## src/rtl/nibble_serial_adder_ctrl.sv

```systemverilog
// ----------------------------------------------------------------------------
// nibble_serial_adder_ctrl
// Sequences a WIDTH-bit add or subtract (WIDTH = 4*NIBBLES) through one shared,
// purely combinational external 4-bit adder slice. One nibble is processed per
// clock, starting with the least significant nibble. Subtraction is done as
// A + ~B + 1: B is inverted when latched and the initial carry is set to 1.
//
// Ports
//   clk        in   1      rising-edge clock
//   rst_n      in   1      asynchronous reset, active low
//   start      in   1      request; operands latched when accepted (IDLE/DONE)
//   sub        in   1      0: A+B, 1: A-B
//   A, B       in   WIDTH  operands
//   busy       out  1      high while nibbles are being processed
//   done       out  1      one-cycle pulse when Sum/Cout/Overflow update
//   Sum        out  WIDTH  result, held until the next completion
//   Cout       out  1      carry out of the MSB (sub: 1 = no borrow)
//   Overflow   out  1      signed overflow of the WIDTH-bit operation
//   slice_a    out  4      current A nibble to the slice
//   slice_b    out  4      current (possibly inverted) B nibble to the slice
//   slice_cin  out  1      carry into the slice
//   slice_sum  in   4      nibble sum from the slice
//   slice_cout in   1      nibble carry out from the slice
// ----------------------------------------------------------------------------
module nibble_serial_adder_ctrl #(
    parameter  int NIBBLES = 4,
    localparam int WIDTH   = 4 * NIBBLES,
    localparam int IW      = (NIBBLES > 1) ? $clog2(NIBBLES) : 1
) (
    input  logic             clk,
    input  logic             rst_n,
    input  logic             start,
    input  logic             sub,
    input  logic [WIDTH-1:0] A,
    input  logic [WIDTH-1:0] B,
    output logic             busy,
    output logic             done,
    output logic [WIDTH-1:0] Sum,
    output logic             Cout,
    output logic             Overflow,
    output logic [3:0]       slice_a,
    output logic [3:0]       slice_b,
    output logic             slice_cin,
    input  logic [3:0]       slice_sum,
    input  logic             slice_cout
);

    typedef enum logic [1:0] {
        S_IDLE = 2'd0,
        S_ADD  = 2'd1,
        S_DONE = 2'd2
    } state_t;

    localparam logic [IW-1:0] LAST_IDX = IW'(NIBBLES - 1);

    state_t            state_r;
    state_t            state_s;
    logic              accept_s;
    logic              last_s;
    logic [IW-1:0]     idx_r;
    logic              carry_r;
    logic [WIDTH-1:0]  a_reg_r;
    logic [WIDTH-1:0]  b_reg_r;
    logic [WIDTH-1:0]  work_r;
    logic [WIDTH-1:0]  work_s;
    logic              ovf_s;
    logic [IW+1:0]     bit_ofs_s;

    // Bit offset of the nibble currently being processed.
    assign bit_ofs_s = {idx_r, 2'b00};

    // Next-state decode; accept_s marks an operand latch, last_s the completion edge.
    always_comb begin
        state_s  = state_r;
        accept_s = 1'b0;
        last_s   = 1'b0;
        case (state_r)
            S_IDLE, S_DONE: begin
                if (start) begin
                    state_s  = S_ADD;
                    accept_s = 1'b1;
                end else begin
                    state_s  = S_IDLE;
                end
            end
            S_ADD: begin
                if (idx_r == LAST_IDX) begin
                    state_s = S_DONE;
                    last_s  = 1'b1;
                end else begin
                    state_s = S_ADD;
                end
            end
            default: begin
                state_s = S_IDLE;
            end
        endcase
    end

    // Drive the slice from the latched operands; quiet (all zero) outside ADD.
    always_comb begin
        slice_a   = 4'h0;
        slice_b   = 4'h0;
        slice_cin = 1'b0;
        if (state_r == S_ADD) begin
            slice_a   = a_reg_r[bit_ofs_s +: 4];
            slice_b   = b_reg_r[bit_ofs_s +: 4];
            slice_cin = carry_r;
        end else begin
            slice_a   = 4'h0;
            slice_b   = 4'h0;
            slice_cin = 1'b0;
        end
    end

    // Work register with the current nibble merged in; on the last nibble this
    // is the complete result (also covers NIBBLES=1 with no lower bits).
    always_comb begin
        work_s = work_r;
        work_s[bit_ofs_s +: 4] = slice_sum;
    end

    // Signed overflow: operands (B already inverted for sub) agree in sign,
    // result sign differs.
    assign ovf_s = (a_reg_r[WIDTH-1] == b_reg_r[WIDTH-1]) &&
                   (slice_sum[3] != a_reg_r[WIDTH-1]);

    // FSM state register.
    always_ff @(posedge clk or negedge rst_n) begin
        if (!rst_n) begin
            state_r <= S_IDLE;
        end else begin
            state_r <= state_s;
        end
    end

    // Operand, carry, work and result registers plus registered handshake.
    always_ff @(posedge clk or negedge rst_n) begin
        if (!rst_n) begin
            busy     <= 1'b0;
            done     <= 1'b0;
            Sum      <= '0;
            Cout     <= 1'b0;
            Overflow <= 1'b0;
            idx_r    <= '0;
            carry_r  <= 1'b0;
            a_reg_r  <= '0;
            b_reg_r  <= '0;
            work_r   <= '0;
        end else begin
            busy <= (state_s == S_ADD);
            done <= last_s;
            if (accept_s) begin
                a_reg_r <= A;
                b_reg_r <= sub ? ~B : B;
                carry_r <= sub;
                idx_r   <= '0;
            end else if (state_r == S_ADD) begin
                work_r  <= work_s;
                carry_r <= slice_cout;
                idx_r   <= last_s ? '0 : idx_r + IW'(1'b1);
                if (last_s) begin
                    Sum      <= work_s;
                    Cout     <= slice_cout;
                    Overflow <= ovf_s;
                end
            end
        end
    end

endmodule

```

## config.mk

```make
export PLATFORM = sky130hd
export DESIGN_NAME = nibble_serial_adder_ctrl
export DESIGN_NICKNAME = d
export VERILOG_FILES = /design/src/rtl/nibble_serial_adder_ctrl.sv
export SDC_FILE = /design/constraint.sdc
export NUM_CORES = 1
export LEC_CHECK = 0
export CAP_MARGIN = 0
export CORE_MARGIN = 1.5
export CORE_UTILIZATION = 51
export DETAILED_ROUTE_END_ITERATION = 12
export GPL_TIMING_DRIVEN = 0
export PLACE_DENSITY = 0.82
export SLEW_MARGIN = 30
export SYNTH_ARGS = -nofsm -noshare
export SYNTH_HDL_FRONTEND = slang
export SYNTH_SLANG_ARGS = --single-unit
export TNS_END_PERCENT = 10
```

## constraint.sdc

```tcl
create_clock -name clk -period 2.6 [get_ports clk]
set_input_delay 0.52 -clock clk [delete_from_list [all_inputs] [get_ports clk]]
set_output_delay 0.52 -clock clk [all_outputs]
set_load 0.005 [all_outputs]
```

==> key figures <==
Global route
  – Gr ovfl total: 0
  – GRT Util Overall: 0.228
  – Initial antenna violation count: 0
  – Met1 usage: 0.281
  – First-pass GRT wire length: 12.5 mm
  – Most used routing layer: met2
  – Largest net degree at the start of global routing: 40
  – Vias in the first global route: 2733
  – Grt met3 use: 0.0517
  – Grt met2 use: 0.392

Placement
  – Place WS: roughly 0.21 ns
  – DP Area: about 4100 um^2
  – GP Congestion: around 0.83
  – Port Buffers: 67
  – Post-DP HPWL: slightly above 5 mm

STA
  – RSZ-0062 raised after global routing: false
  – Worst Tran Pin Value: approximately 0.40 ns
  – Hold_ws: ~0.096 ns
  – Fin. max-slew vios: 0
  – Worst clock skew: 0.00637 ns
  – Fin crit share: 0.971
  – Worst Setup Slack, final: approximately 0.074 ns
  – Maximum clock frequency: around 400 MHz
  – Tmin final: 2.53 ns
  – Final setup viols: 0
  – Slew HR: 0.734
  – Final Hold Vio Count: 0
  – Setup tns final: 0 ns

Logic synthesis
  – Synth Register Bits: 68
  – Synth Instances: 309
  – Synth unique cells: 41
  – Post-synth top area share: 0.519
  – Yosys top cell by area: dfrtp_1
  – Seq/Total Area, Yosys: 0.519
  – Cell Area, Synth: roughly 3300 um^2
  – YS warnings: 0
  – Mux cell area share after synthesis: 0.0656
  – Largest family of logic cells by synthesized area: simple AND/OR/NAND/NOR gates
  – Syn avg cell area: between 10 and 15 um^2
  – Xor and xnor area share after synthesis: 0.0427
  – Post-Synth Simple-Gate Area: 0.192
  – Syn nets: around 360
  – Compound-Gate Fraction of Synth Area: 0.114
  – Adder-cell share of the synthesized area: 0.0191
  – Top cells by area, synth: dfrtp_1 52%, nand2_1 8.6%, mux4_2 4.8%

Worst hold path
  – Hold WC Path Type: in2async

Outcome
  – Status: finished, final reports clean

Final layout
  – Commonest non-fill, non-tap cells in the layout: 75 x nand2_1, 67 x dfrtp_1, 61 x clkdlybuf4s50_1
  – Final instance area: between 4000 and 5000 um^2
  – Final core occ: 0.683
  – Multi-input gate area: 1420 um^2
  – Syn-to-layout area delta: 30.7%
  – Filler instances: 485
  – Reg area: 1700 um^2
  – Most common cell after layout, fill and taps aside: nand2_1
  – Antenna diodes: 0
  – Final nets: between 400 and 500
  – Layout cell share with drive strength beyond 1: 0.134

Critical path
  – Worst endpoint required time: 2.08 ns
  – Crit path max fanout: 10
  – Largest stage delay on the critical path: roughly 0.48 ns
  – Reg2reg start: idx_r[1]
  – Critical path's slowest cell: mux4_2
  – Worst Path Class, Setup: reg2out
  – CP Data Arrival Time: between 2 and 2.5 ns
  – Worst reg2reg path endpoint: Sum[0]
  – CP endpoint kind: output pin
  – Crit path cell chain: buf_12, mux4_2, and2_1, clkdlybuf4s50_1
  – Crit path from: idx_r[0]
  – Reg2reg path depth: 7
  – Flop-to-flop setup slack: between 0.4 and 0.5 ns
  – CP Launch Type: flip-flop

Floorplan
  – Die extent in x: roughly 83 um
  – I/O pin cnt: 70
  – Die area: 6920 um^2
  – Core Region: roughly 6300 um^2
  – Vert. Die Dim: between 80 and 90 um
  – Row count: 29
  – Initial core utilization: 0.523

CTS
  – Root buffer cell: clkbuf_8
  – Largest buffer count on any clock path: 2
  – Clock H-tree levels: 3
  – Cts bufs inserted: 9
  – CTS clk-pin slew, worst paths: approximately 0.070 ns
  – # clock sinks: 68
  – CTS tree: yes
  – Worst skew pair latency: 0.34 ns

Detailed routing
  – Routed vias/inst: 5.47
  – Post-route ant nets: 0
  – Via count: between 2k and 3k
  – Post-route DRC: 0
  – Routed WL per cell: 15.3 um
  – DR iter-0 viols: ~140
  – TritonRoute pass-1 iters: 4
  – Routed wire length: 7.24 mm

Power
  – Switching share of power: 0.341
  – Flop pwr share: 0.370
  – Internal power: about 3200 uW
  – Clock power frac: 0.172
  – Power Density: 1150 nW/um^2
  – Leakage power: roughly 0.0019 uW
  – Comb pwr share: 0.458
  – Max IR drop VDD: 0.685 mV
  – P_sw: 1680 uW

Job
  – Max Cap Viol: 0
[cells by family (layout without fill, tap and decap cells)]
family                   count (synthesis)  count (layout)
multiplexers                            11              11
adder cells (fa/ha/maj)                  5               5
buffers and inverters                   25             111
flip-flops                              68              68
XOR/XNOR                                16              16
AO/OA/AOI/OAI                           57              57
AND/OR/NAND/NOR                        127             127
[synth_stat cells, drive strengths merged]
cell,count
nand2b,7
o31ai,1
nor2,12
and3b,1
mux2i,2
a32oi,2
and4bb,2
nor2b,6
mux2,1
nor3b,1
and3,1
a21oi,12
clkbuf,5
inv,4
o21ai,21
ha,5
nand4,4
nand2,78
xnor2,16
nand3b,1
and2b,2
a32o,8
mux4,8
nand3,3
dfrtp,68
o2bb2ai,8
a22oi,1
and2,9
a31oi,4
buf,16
[worst max-delay path, delay by kind of cell, from the launching register on]
family,cells,cell delay (ns)
DFF,1,0.43
muxes,1,0.48
and+or+nand+nor,1,0.17
buffers and inverters,2,0.58
[area by class of cell]
cell class | instances | share of cell area
flip-flops and latches | 68 | 0.397
multi-input cells | 216 | 0.331
repair buffers | 72 | 0.168
clock buffers | 13 | 0.0347
plain buffers | 20 | 0.0344
well taps | 77 | 0.0225
clock inverters | 2 | 0.00817
inverters | 4 | 0.00409
[registers in the layout, summed over array words and instances (netlist names)]
| name | cells |
|---|---|
| Cout | 1 |
| a_reg_r | 16 |
| b_reg_r | 16 |
| Sum | 16 |
| state_r | 1 |
| idx_r | 2 |
| work_r | 12 |
| done | 1 |
| carry_r | 1 |
| Overflow | 1 |
| busy | 1 |
[per-layer routing]
metal / vias up / routed length, um
li1: 1215 / -
met1: 1281 / 3130
met2: 74 / 3670
met3: 10 / 341
met4: 0 / 94
met5: - / 0
[how the worst max path moves through the flow]
stage	end	slack, ns	depth (start not counted)
global route	slice_b[3]	0.002	4
floorplan	work_r[0]	0.67	6
global placement	b_reg_r[9]	-1.14	1
CTS	slice_a[1]	0.002	4
detailed placement	slice_b[2]	0.21	4
finish	slice_b[1]	0.07	4
[power by group through the flow]
| stage | combinational (uW) | clock [uW] | sequential, uW |
|---|---|---|---|
| after detailed placement | 2210 | 0 | 1840 |
| after global routing | 2490 | 901 | 1890 |
| after floorplan | 1360 | 0 | 1780 |
| final | 2250 | 844 | 1820 |
| after CTS | 2220 | 851 | 1820 |
| after global placement | 2160 | 0 | 1800 |
[timing repair]
action                                  CTS  global route
endpoints found under the setup margin    9             4
buffers inserted                          0             4
pin swaps                                 0             0
hold buffers                              0             0
resized for setup                         7             2
gates cloned                              0             0
[through the flow]
| step | power (uW) | instances |
|---|---|---|
| global route | 5280 | 472 |
| global placement | 3960 | 453 |
| detailed placement | 4050 | 454 |
| CTS | 4890 | 468 |
| floorplan | 3140 | 309 |
| finish | 4910 | 472 |
No activity file was read; power rests on OpenSTA's default activity.
